### src/rtl/rng_sample_reader.sv
// rng_sample_reader: gates the TRNG, discards warm-up, runs RCT/APT health tests
// and buffers passing bytes in a small FIFO with a valid/ready output.
module rng_sample_reader #(
  parameter int WARMUP     = 16,
  parameter int RCT_CUTOFF = 8,
  parameter int APT_WINDOW = 64,
  parameter int APT_CUTOFF = 40,
  parameter int FIFO_DEPTH = 4
) (
  input  logic       clk,
  input  logic       reset,
  input  logic       start,
  input  logic       clear,
  input  logic [7:0] sample_in,
  output logic       rng_enable,
  output logic [7:0] out_data,
  output logic       out_valid,
  input  logic       out_ready,
  output logic       rct_fail,
  output logic       apt_fail,
  output logic [7:0] drop_count
);
  localparam int WW = $clog2(WARMUP + 1);
  localparam int AW = $clog2(FIFO_DEPTH);
  typedef enum logic [1:0] {S_IDLE, S_WARMUP, S_RUN, S_ALARM} state_e;
  state_e state_q, state_d;
  logic [WW-1:0] wu_q;
  logic [7:0] prev_q, rct_q, rct_d, apt_ref_q, drop_q;
  logic [8:0] apt_cnt_q, apt_cnt_d, apt_pos_q, apt_pos_d;
  logic rct_fail_q, apt_fail_q;
  logic [7:0] mem_q [FIFO_DEPTH];
  logic [AW-1:0] rd_q, wr_q;
  logic [AW:0] cnt_q;
  logic active, arm, clr, new_win, rct_hit, apt_hit, fail, full, pop, push, wr_en, drop;
  // A zero RCT count or zero APT position marks the first sample after re-arm.
  always_comb begin
    active = state_q == S_WARMUP || state_q == S_RUN;
    arm = state_q == S_IDLE && start;
    clr = state_q == S_ALARM && clear;
    rct_d = (rct_q != 8'd0 && sample_in == prev_q) ? rct_q + 8'd1 : 8'd1;
    new_win = apt_pos_q == 9'd0 || apt_pos_q == 9'(APT_WINDOW);
    apt_cnt_d = new_win ? 9'd1 : apt_cnt_q + 9'(sample_in == apt_ref_q);
    apt_pos_d = new_win ? 9'd1 : apt_pos_q + 9'd1;
    rct_hit = active && rct_d == 8'(RCT_CUTOFF);
    apt_hit = active && apt_cnt_d == 9'(APT_CUTOFF);
    fail = rct_hit || apt_hit;
    full = cnt_q == (AW+1)'(FIFO_DEPTH);
    pop = out_valid && out_ready;
    push = state_q == S_RUN && !fail;
    wr_en = push && (!full || pop);
    drop = push && full && !pop;
    state_d = arm ? S_WARMUP : clr ? S_IDLE : fail ? S_ALARM :
              (state_q == S_WARMUP && wu_q == WW'(WARMUP - 1)) ? S_RUN : state_q;
  end
  assign rng_enable = active;
  assign out_valid = cnt_q != '0;
  assign out_data = out_valid ? mem_q[rd_q] : 8'd0;
  assign rct_fail = rct_fail_q;
  assign apt_fail = apt_fail_q;
  assign drop_count = drop_q;
  always_ff @(posedge clk) begin
    if (reset) begin
      state_q <= S_IDLE;
      wu_q <= '0;
      prev_q <= '0;
      rct_q <= '0;
      apt_ref_q <= '0;
      apt_cnt_q <= '0;
      apt_pos_q <= '0;
      rct_fail_q <= 1'b0;
      apt_fail_q <= 1'b0;
      drop_q <= '0;
      rd_q <= '0;
      wr_q <= '0;
      cnt_q <= '0;
    end else begin
      state_q <= state_d;
      if (arm) begin
        wu_q <= '0;
        rct_q <= '0;
        apt_cnt_q <= '0;
        apt_pos_q <= '0;
      end else if (active) begin
        prev_q <= sample_in;
        rct_q <= rct_d;
        apt_cnt_q <= apt_cnt_d;
        apt_pos_q <= apt_pos_d;
        if (new_win) apt_ref_q <= sample_in;
        if (state_q == S_WARMUP) wu_q <= wu_q + WW'(1);
      end
      rct_fail_q <= clr ? 1'b0 : rct_fail_q | rct_hit;
      apt_fail_q <= clr ? 1'b0 : apt_fail_q | apt_hit;
      drop_q <= clr ? 8'd0 : (drop && drop_q != 8'hFF) ? drop_q + 8'd1 : drop_q;
      if (fail) begin
        rd_q <= '0;
        wr_q <= '0;
        cnt_q <= '0;
      end else begin
        if (wr_en) wr_q <= wr_q + AW'(1);
        if (pop) rd_q <= rd_q + AW'(1);
        cnt_q <= cnt_q + (AW+1)'(wr_en) - (AW+1)'(pop);
      end
    end
  end
  always_ff @(posedge clk) if (wr_en) mem_q[wr_q] <= sample_in;
endmodule

### config.mk
export PLATFORM = sky130hd
export DESIGN_NAME = rng_sample_reader
export DESIGN_NICKNAME = d
export VERILOG_FILES = /design/src/rtl/rng_sample_reader.sv
export SDC_FILE = /design/constraint.sdc
export NUM_CORES = 1
export LEC_CHECK = 0
export CELL_PAD_IN_SITES_DETAIL_PLACEMENT = 0
export CELL_PAD_IN_SITES_GLOBAL_PLACEMENT = 1
export CORE_MARGIN = 2
export CORE_UTILIZATION = 48
export CTS_BUF_LIST = sky130_fd_sc_hd__clkbuf_8
export DETAILED_ROUTE_END_ITERATION = 10
export PLACE_DENSITY = 0.91
export SYNTH_ARGS = -nofsm -noshare
export SYNTH_HDL_FRONTEND = slang
export SYNTH_SLANG_ARGS = --single-unit
### constraint.sdc
create_clock -name clk -period 3.9 [get_ports clk]
set_clock_uncertainty 0.15 [all_clocks]
set_input_delay 0.39 -clock clk [delete_from_list [all_inputs] [get_ports clk]]
set_output_delay 0.39 -clock clk [all_outputs]
set_load 0.03 [all_outputs]
==> results.md, run 1 <==
- Type of destination of the critical path: flop
- VDD IR-drop max: 0.211 mV
- Average cell area after synthesis: 10.1 um2
- Antenna violations before repair: 0
- Sequential cell area fraction in the yosys report: 47.6%
- Final WL: 9840 um
- Worst Hold Margin: 0.310 ns
- Mapped Area: 4880 um2
- Count of cell types in the netlist: 60
- GPL Wtd Cong: 0.853
- Total power: 2.34 mW
- Number of instances in the synthesized netlist: 485
- Post-route minimum period: 3.64 ns
- Library cell with the largest summed area after synthesis: dfxtp_1
- Count of nets after finishing: 565
- Top fanout value on the critical path: 2
- TritonCTS clock tree: done
- Run status: complete, no violations
- Largest net degree at the start of global routing: 28
- Period utilization: 93.4%
- Most frequent cells in the layout: nand2_1, dfxtp_1, a21oi_1
- Measured slew at the worst slew-check pin: 0.834 ns
- Initial core utilization: 49.7%
- Post-CTS Hold Fix Bufs: 0
- Data required time at the worst endpoint: 4.04 ns
- Die Wd: 105 um
- Placed wire-length estimate: 6970 um
- Detail-routed net length per standard cell: 14.7 um
- Clock Sinks: 100
- Type of the worst setup path: input pin to flop
- Total count of max-transition violations in the final report: 0
- Count of endpoints failing setup in the final report: 0
- Number of CTS-inserted buffers: 9
- Global-route wire length before repair: 16600 um
- Most common cell after layout, fill and taps aside: nand2_1
- Async S/R FF share, synth: 0%
- Maximum achievable frequency: 275 MHz
- Area enclosed by the die boundary: 11000 um2
- Max-cap violation count: 0
- Total overflow reported by the global router: 0
- Number of flops mapped to enable cells by yosys: 32
- Synth top area share: 27.9%
- Worst-case clock buffer depth: 2
- Nets in the synthesized netlist: 519
- Core region area: 9820 um2
- Overall global routing resource usage: 18.5%
- H-Tree Depth: 3
- Power per Cell Area: 415 nW/um2
- Count of port buffers added during placement: 32
- Antenna diodes: 0
- Type of the worst min-delay path: input pin to flop
- Total leakage power: 1.99 nW
- Final-report hold violation count: 0
- Clock network latency to the later pin of the worst-skew pair: 0.37 ns
- Top FF cell, synth: dfxtp_1
- Yosys warns: 0
- Die Y-Extent: 105 um
- Synthesized flop and latch total: 100
- Post-route ant nets: 0
- Remaining routing DRC violations: 0
- Tightest slew margin relative to the limit: 44.4%
- Dominant cells by area after synthesis: dfxtp_1, edfxtp_1, nand2_1
- Number of vias after detailed routing: 3674
- Syn-to-layout area delta: 15.4%
- Floorplan row count: 36
- Number of placed I/O pins: 33
- Clock slew at the register clock pins of the worst setup and hold paths: 0.10 ns
- Arrival time worst endpoint: 3.78 ns
- Routed vias/inst: 5.49
- Root buffer cell: clkbuf_8
- Via count of the first global-routing pass: 3547
- Number of violations reported at the end of detailed-routing iteration 0: 187
- Layout cells sized above 1: 14.4%
- DR pass1 iterations: 4
- CP Launch Type: input pin
[synth_stat cells (12+ instances only)]
| library cell | instances |
|---|---|
| xnor2_1 | 13 |
| clkbuf_1 | 13 |
| ha_1 | 20 |
| a21oi_1 | 35 |
| xor2_1 | 19 |
| and2_1 | 18 |
| o21ai_0 | 12 |
| edfxtp_1 | 32 |
| nor2_1 | 35 |
| dfxtp_1 | 68 |
| inv_1 | 17 |
| nand2_1 | 69 |
[worst paths after layout]
path | slack (ns) | from | to | cells after the start
max | 0.26 | sample_in[6] | cnt_q[2]$_SDFF_PP0_ | 18
min | 0.31 | sample_in[5] | mem_q[3][5]$_DFFE_PP_ | 2
max reg2reg | 0.40 | apt_ref_q[5]$_SDFFE_PP0P_ | cnt_q[2]$_SDFF_PP0_ | 17
min reg2reg | 0.32 | prev_q[4]$_SDFFE_PP0P_ | prev_q[4]$_SDFFE_PP0P_ | 2
[critical path: stages]
cell and delay [ns]:
clkdlybuf4s50_1 0.51, xnor2_1 0.15, nand4_1 0.13, nor2_2 0.15, ha_2 0.21, ha_1 0.16, and4_1 0.23, and2_4 0.16
o311a_4 0.19, nor3_2 0.05, nor3_2 0.15, inv_1 0.06, ha_1 0.26, inv_1 0.04, ha_1 0.18, fa_1 0.38
xnor2_1 0.14, nor4_1 0.23
[kinds of logic (layout without fill, tap and decap cells)]
family                     count (synthesis)  count (layout)  share of synthesized area, %
and+or+nand+nor                          208             208                          22.5
adders and majority gates                 21              21                          5.53
DFF                                      100             100                          47.6
AOI/OAI and AO/OA                         71              71                          9.61
xor gates and xnor gates                  32              32                          5.74
buffers and inverters                     37              88                          3.72
muxes                                     16              16                          5.35
[where the power goes]
part           leakage (nW)  switching, mW  internal (mW)  total, mW
clock network        0.0979          0.378          0.244      0.622
registers             0.839         0.0568           1.11       1.17
logic                  1.05          0.290          0.254      0.545
[state kept, by name, summed over array words and instances (netlist names), named ones only]
name	flops
apt_cnt_q	9
apt_fail	1
apt_pos_q	9
apt_ref_q	8
cnt_q	3
drop_count	8
mem_q	32
prev_q	8
rct_fail	1
rct_q	8
rd_q	2
state_q	2
wr_q	2
wu_q	5
[metal layers]
metal,vias up,GRT usage [%],part of all wire [%]
li1,1827,-,-
met1,1752,23.0,46
met2,82,33.0,49
met3,13,2.93,3.7
met4,0,5.52,1.5
met5,-,0,0
[cell type report]
class	count	area, um2
clock buffer	9	124
clock inverter	7	58.8
fill	882	4190
inverter	17	63.8
multi-input combinational	348	2400
sequential	100	2320
tap	133	166
timing repair buffer	55	495
[timing repair]
item	in CTS	in global routing
setup endpoints to repair	0	1
hold endpoints to repair	0	0
gates resized for setup	0	6
setup buffers	0	1
[stage by stage]
step | instance area [um2] | util [%] | setup slack, ns | TNS, ns | instances
final | 5630 | 57.4 | 0.258 | 0 | 669
after global placement | 5420 | 55.2 | -0.152 | -0.219 | 652
after floorplan | 4880 | - | 0.426 | 0 | 485
after detailed placement | 5420 | 55.2 | -0.264 | -0.444 | 652
after global routing | 5630 | 57.4 | -0.00445 | -0.00445 | 669
after CTS | 5600 | 57.0 | 0.121 | 0 | 668
Power figures use the tool's default switching activity.
==> run 2, diff against run 1 <==
--- a/config.mk
+++ b/config.mk
@@ -8,10 +8,9 @@
 export CELL_PAD_IN_SITES_DETAIL_PLACEMENT = 0
 export CELL_PAD_IN_SITES_GLOBAL_PLACEMENT = 1
 export CORE_MARGIN = 2
-export CORE_UTILIZATION = 48
-export CTS_BUF_LIST = sky130_fd_sc_hd__clkbuf_8
+export CORE_UTILIZATION = 50
 export DETAILED_ROUTE_END_ITERATION = 10
-export PLACE_DENSITY = 0.91
+export PLACE_DENSITY = 0.94
 export SYNTH_ARGS = -nofsm -noshare
 export SYNTH_HDL_FRONTEND = slang
 export SYNTH_SLANG_ARGS = --single-unit
==> constraint.sdc (replaced) <==
create_clock -name clk -period 4.3 [get_ports clk]
set_clock_uncertainty 0.15 [all_clocks]
set_input_delay 0.43 -clock clk [delete_from_list [all_inputs] [get_ports clk]]
set_output_delay 0.43 -clock clk [all_outputs]
set_load 0.03 [all_outputs]
==> results.md, run 2 (synthesis results as in run 1) <==
- Clock Sinks: 100 (unchanged)
- Post-CTS Hold Fix Bufs: 0 (unchanged)
- Die Wd: 103 um (-1.9%)
- Multi-input combinational cell area: 2380 um2 (-0.99%)
- Post-route minimum period: 3.87 ns
- DR pass1 iterations: 6 (+2)
- Total power: 2.12 mW (-9.5%)
- Setup total negative slack: 0 ns (unchanged)
- Core region area: 9640 um2 (-1.8%)
- Proportion of total power due to net switching: 30.9% (-0.093 points)
- Measured slew at the worst slew-check pin: 0.782 ns (-0.0514 ns)
- Final-report hold violation count: 0 (unchanged)
- Data required time at the worst endpoint: 4.43 ns (+0.39 ns)
- Layout cells sized above 1: 12.3% (-2.1 points)
- Antenna diodes: 0 (unchanged)
- Initial core utilization: 50.7% (+0.93 points)
- H-Tree Depth: 3 (unchanged)
- Count of nets after finishing: 557 (-1.4%)
- Number of vias after detailed routing: 3596 (-2.1%)
- Switching component of the power: 655 uW (-9.7%)
- Placed wire-length estimate: 7130 um (+2.3%)
- Detail-routed net length per standard cell: 14.8 um (+0.42%)
- Remaining routing DRC violations: 0 (unchanged)
- Max-cap violation count: 0 (unchanged)
- Critical path's most frequent cell: ha_1
- Area enclosed by the die boundary: 10600 um2 (-3.9%)
- Dominant delay contributor by cell family on the critical path: adder cells
- Max FFs per register: 32 (unchanged)
- Overall global routing resource usage: 19.7% (+1.1 points)
- Die Y-Extent: 103 um (-1.9%)
- Power per Cell Area: 382 nW/um2 (-8.0%)
- Period utilization: 90.1%
- Number of CTS-inserted buffers: 9 (unchanged)
- Portion of total power attributed to combinational logic: 23.4% (about the same)
- Post-route ant nets: 0 (unchanged)
- TritonCTS clock tree: done
- CP Launch Type: input pin
- Final-layout fill cell count: 864 (-2.0%)
- PostCTS Resize Cnt: 0 (unchanged)
- Top fanout value on the critical path: 3 (+1)
- Type of the worst min-delay path: flop to flop
- Type of the worst setup path: input pin to flop
- Total count of max-transition violations in the final report: 0 (unchanged)
- Count of endpoints failing setup in the final report: 0 (unchanged)
- Total overflow reported by the global router: 0 (unchanged)
- Count of port buffers added during placement: 32 (unchanged)
- Count of buffering cells on the critical path with inverters included: 3 (unchanged)
- Run status: complete, no violations
- Total leakage power: 1.94 nW (-2.6%)
- Clock slew at the register clock pins of the worst setup and hold paths: 0.11 ns (about the same)
- Arrival time worst endpoint: 4.01 ns (+0.23 ns)
- Power Internal: 1.46 mW (-9.3%)
- Largest net degree at the start of global routing: 28 (unchanged)
- Syn-to-layout area delta: 13.6%
- Unrepaired setup endpoints after global routing: false
- Global-route wire length before repair: 16300 um (-2.2%)
- Largest register by flop count: mem_q
- Maximum achievable frequency: 258 MHz
- Relative contribution of the clock network to total power: 26.4% (-0.2 points)
- Sequential cell area: 2320 um2 (unchanged)
- Final WL: 9770 um (-0.78%)
- Slack of the worst reg-to-reg path: 0.66 ns (+0.26 ns)
- VDD IR-drop max: 0.169 mV (-20%)
- Most frequent cells in the layout: nand2_1, dfxtp_1, nor2_1, a21oi_1
- Top Registers: mem_q: 32 flops, apt_cnt_q: 9 flops, apt_pos_q: 9 flops
- Clock network latency to the later pin of the worst-skew pair: 0.36 ns (about the same)
- Critical path cell sequence: clkdlybuf4s50_1 > xnor2_1 > nand4_1 > nor2_1 > ha_1 > ha_1 > and4_1 > and2_1 > o311a_1 > nor3_2 > nor3_1 > inv_1 > ha_1 > inv_1 > ha_1 > fa_1 > xnor2_1 > nor4_1
- Number of violations reported at the end of detailed-routing iteration 0: 154 (-18%)
- CP max stage delay: 0.53 ns (+0.02 ns)
- Most common cell after layout, fill and taps aside: nand2_1
- Via count of the first global-routing pass: 3500 (-1.3%)
- Critical-path cell with the highest stage delay: clkdlybuf4s50_1
- Type of destination of the critical path: flop
- Antenna violations before repair: 0 (unchanged)
- Post-CTS repair timing setup buffer count: 0 (unchanged)
- Routed vias/inst: 5.44 (-0.94%)
- Sequential group share of total power: 50.2% (about the same)
- Number of placed I/O pins: 33 (unchanged)
- Worst Setup Slack post-DPL: 0.0800 ns (+0.344 ns)
- Setup WS post-layout: 0.426 ns (+0.168 ns)
- Worst-case clock buffer depth: 2 (unchanged)
- Floorplan row count: 36 (unchanged)
- GPL Wtd Cong: 0.807 (-5.4%)
- Root buffer cell: clkbuf_8
- Tightest slew margin relative to the limit: 47.9% (+3.4 points)
[run 2: changes by cell type in the layout (fill, tap and decap cells not counted), sizes merged]
cell and change:
clkdlybuf4s50 +1, clkinv +1, dlymetal6s2s -1, buf -8, inv -1
[run 2: power groups by stage]
stage          registers [mW]  logic [mW]  clock network [mW]
6_report                 1.06       0.495               0.560
5_1_grt                  1.07       0.540               0.610
4_1_cts                  1.06       0.501               0.574
3_5_place_dp             1.09       0.499                   0
3_3_place_gp             1.08       0.487                   0
2_1_floorplan            1.05       0.356                   0
[run 2: area by class of cell]
type | count | share of cell area, %
Timing Repair Buffer | 47 | 7.81
Clock buffer | 9 | 2.23
Clock inverter | 7 | 1.02
Tap cell | 133 | 3.00
Sequential cell | 100 | 41.9
Inverter | 17 | 1.15
Multi-Input combinational cell | 348 | 42.9
[run 2: per-stage QoR]
step	utilization [%]	std cells	instance area (um2)	hold WS, ns
final	57.5	661	5550	0.323
after global routing	57.5	661	5550	0.339
after CTS	57.5	661	5550	0.321
after detailed placement	55.7	645	5370	0.307
after global placement	55.7	645	5370	0.299
after floorplan	-	485	4880	0.298
[run 2: per-layer routing]
layer / share of wire (%) / up-vias / global-route usage (%)
li1: - / 1800 / -
met1: 46 / 1723 / 25.4
met2: 50 / 62 / 33.4
met3: 3.2 / 11 / 2.98
met4: 1.4 / 0 / 7.59
met5: 0 / - / 0
[run 2: worst register-to-register path, cell delays in order (launching register included)]
cell	delay (ns)
dfxtp_1	0.34
xnor2_1	0.18
nand4_1	0.10
nor2_1	0.20
ha_1	0.25
ha_1	0.18
and4_1	0.23
and2_1	0.17
o311a_1	0.22
nor3_2	0.06
nor3_1	0.28
inv_1	0.08
ha_1	0.27
inv_1	0.04
ha_1	0.18
fa_1	0.38
xnor2_1	0.14
nor4_1	0.14
[run 2: final timing paths]
kind,endpoint,from,cells past startpoint
hold reg to reg,prev_q[0]$_SDFFE_PP0P_,prev_q[0]$_SDFFE_PP0P_,2
setup / recovery,cnt_q[2]$_SDFF_PP0_,sample_in[6],18
setup reg to reg,cnt_q[2]$_SDFF_PP0_,apt_ref_q[6]$_SDFFE_PP0P_,17
hold / removal,prev_q[0]$_SDFFE_PP0P_,prev_q[0]$_SDFFE_PP0P_,2
==> run 3, diff against run 2 <==
--- a/config.mk
+++ b/config.mk
@@ -7,6 +7,7 @@
 export LEC_CHECK = 0
 export CELL_PAD_IN_SITES_DETAIL_PLACEMENT = 0
 export CELL_PAD_IN_SITES_GLOBAL_PLACEMENT = 1
+export CORE_ASPECT_RATIO = 0.9
 export CORE_MARGIN = 2
 export CORE_UTILIZATION = 50
 export DETAILED_ROUTE_END_ITERATION = 10
@@ -14,3 +15,4 @@
 export SYNTH_ARGS = -nofsm -noshare
 export SYNTH_HDL_FRONTEND = slang
 export SYNTH_SLANG_ARGS = --single-unit
+export TNS_END_PERCENT = 30
==> results.md, run 3 (synthesis results as in run 1) <==
- Area enclosed by the die boundary: 10600 um2 (about the same)
- H-Tree Depth: 3 (unchanged)
- Initial core utilization: 51.0% (+0.36 points)
- Critical path's most frequent cell: ha_1
- Max-cap violation count: 0 (unchanged)
- Total overflow reported by the global router: 0 (unchanged)
- GPL Wtd Cong: 0.866 (+7.3%)
- Run status: complete, no violations
- Type of the worst setup path: input pin to flop
- Critical path cell sequence: clkdlybuf4s50_1 > xnor2_1 > nand4_1 > nor2_1 > ha_1 > ha_1 > and4_1 > and2_1 > o311a_1 > nor3_2 > nor3_1 > inv_1 > ha_1 > inv_1 > ha_1 > fa_1 > xnor2_1 > nor4_1
- Antenna violations before repair: 0 (unchanged)
- Top fanout value on the critical path: 3 (unchanged)
- Worst Hold Margin: 0.323 ns (-0.0000990 ns)
- Post-place instance area: 5360 um2 (-0.16%)
- Post-CTS repair timing setup buffer count: 0 (unchanged)
- Top Registers: mem_q: 32 flops, apt_cnt_q: 9 flops, apt_pos_q: 9 flops
- Syn-to-layout area delta: 13.5% (about the same)
- Count of nets after finishing: 557 (unchanged)
- Data required time at the worst endpoint: 4.43 ns (about the same)
- Setup total negative slack: 0 ns (unchanged)
- TritonCTS clock tree: done
- Number of CTS-inserted buffers: 9 (unchanged)
- Via count of the first global-routing pass: 3530 (+0.86%)
- Total leakage power: 1.94 nW (about the same)
- Worst-case clock buffer depth: 2 (unchanged)
- Final-report hold violation count: 0 (unchanged)
- CP Launch Type: input pin
- Cell count after placement: 638 (-1.1%)
- Die Wd: 108 um (+5.2%)
- Top layer used by detailed routing: met4
- Clock Sinks: 100 (unchanged)
- Core region area: 9570 um2 (-0.70%)
- Maximum achievable frequency: 259 MHz (+0.48%)
- Clock network latency to the later pin of the worst-skew pair: 0.37 ns (about the same)
- VDD IR-drop max: 0.267 mV (+58%)
- Most common cell after layout, fill and taps aside: nand2_1
- Overall global routing resource usage: 20.0% (+0.37 points)
- Clock slew at the register clock pins of the worst setup and hold paths: 0.10 ns (about the same)
- Met2 Wirelength: 4820 um (-0.62%)
- Detail-routed net length per standard cell: 15.0 um (+1.7%)
- Die Y-Extent: 97.8 um (-4.9%)
- Type of destination of the critical path: flop
- Period utilization: 89.7% (-0.43 points)
- Number of vias after detailed routing: 3631 (+0.97%)
- Remaining routing DRC violations: 0 (unchanged)
- Worst Setup Slack post-DPL: 0.0660 ns (-0.0140 ns)
- Post-CTS Hold Fix Bufs: 0 (unchanged)
- CP max stage delay: 0.52 ns (about the same)
- Unrepaired setup endpoints after global routing: false
- Length of routed met3 wiring: 435 um (+37%)
- Post-route minimum period: 3.86 ns (-0.0184 ns)
- Design Area, Final: 5540 um2 (about the same)
- Count of endpoints failing setup in the final report: 0 (unchanged)
- Most frequent cells in the layout: nand2_1, dfxtp_1, nor2_1, a21oi_1
- Count of port buffers added during placement: 32 (unchanged)
- Final Instance Count excl. Fillers: 654 (-1.1%)
- Routed vias/inst: 5.55 (+2.1%)
- Root buffer cell: clkbuf_8
- Largest net degree at the start of global routing: 28 (unchanged)
- Arrival time worst endpoint: 3.98 ns (-0.03 ns)
- Wl on met1: 4480 um (+0.43%)
- Layout cells sized above 1: 12.1% (-0.19 points)
- Largest register by flop count: mem_q
- Floorplan row count: 34 (-5.6%)
- DR pass1 iterations: 4 (-2)
- Tightest slew margin relative to the limit: 45.5% (-2.4 points)
- Measured slew at the worst slew-check pin: 0.818 ns (+0.0360 ns)
- Final WL: 9830 um (+0.60%)
- Post-route ant nets: 0 (unchanged)
- Antenna diodes: 0 (unchanged)
- Setup WS post-layout: 0.444 ns (+0.0184 ns)
- Type of the worst min-delay path: flop to flop
- Number of violations reported at the end of detailed-routing iteration 0: 198 (+29%)
- Total count of max-transition violations in the final report: 0 (unchanged)
- Number of placed I/O pins: 33 (unchanged)
- Global-route wire length before repair: 17000 um (+4.6%)
- Critical-path cell with the highest stage delay: clkdlybuf4s50_1
- PostCTS Resize Cnt: 0 (unchanged)
- Power per Cell Area: 384 nW/um2 (+0.72%)
- Max FFs per register: 32 (unchanged)
- Placed wire-length estimate: 7080 um (-0.79%)
## run 3: cell count changes in the layout (fill, tap and decap cells not counted), sizes merged
cell    before  now
clkbuf       9   10
inv         21   20
## run 3: through the flow
stage	power [mW]	util [%]
CTS	2.14	57.9
finish	2.13	57.9
global placement	1.57	56.0
floorplan	1.41	-
global route	2.24	57.9
detailed placement	1.58	56.0
## run 3: final cells by class
class	instances	area, um2
Fill cell	836	4030
Multi-Input combinational cell	348	2380
Sequential cell	100	2320
Timing Repair Buffer	47	433
Tap cell	126	158
Clock buffer	10	128
Inverter	17	63.8
Clock inverter	6	57.6
## run 3: path summary, 6_finish.rpt
path | start | end | slack, ns | depth (start not counted)
setup / recovery | sample_in[6] | cnt_q[2]$_SDFF_PP0_ | 0.44 | 18
hold reg to reg | prev_q[3]$_SDFFE_PP0P_ | prev_q[3]$_SDFFE_PP0P_ | 0.32 | 2
setup reg to reg | apt_ref_q[7]$_SDFFE_PP0P_ | cnt_q[2]$_SDFF_PP0_ | 0.65 | 17
hold / removal | prev_q[3]$_SDFFE_PP0P_ | prev_q[3]$_SDFFE_PP0P_ | 0.32 | 2
## run 3: where the power goes
group          switching, mW  internal [mW]
clock network          0.349          0.224
logic                  0.264          0.231
registers             0.0523           1.01
## run 3: critical path: cells and delay by family
| family | cells | cell delay, ns |
|---|---|---|
| xor gates and xnor gates | 2 | 0.26 |
| AOI/OAI and AO/OA | 1 | 0.22 |
| buffers and inverters | 3 | 0.63 |
| adders and majority gates | 5 | 1.22 |
| and+or+nand+nor | 7 | 1.21 |
## run 3: metal layers
metal	global-route usage [%]	vias up
met1	27.1	1726
met3	3.74	8
li1	-	1811
met5	0	-
met2	33.5	86
met4	4.73	0
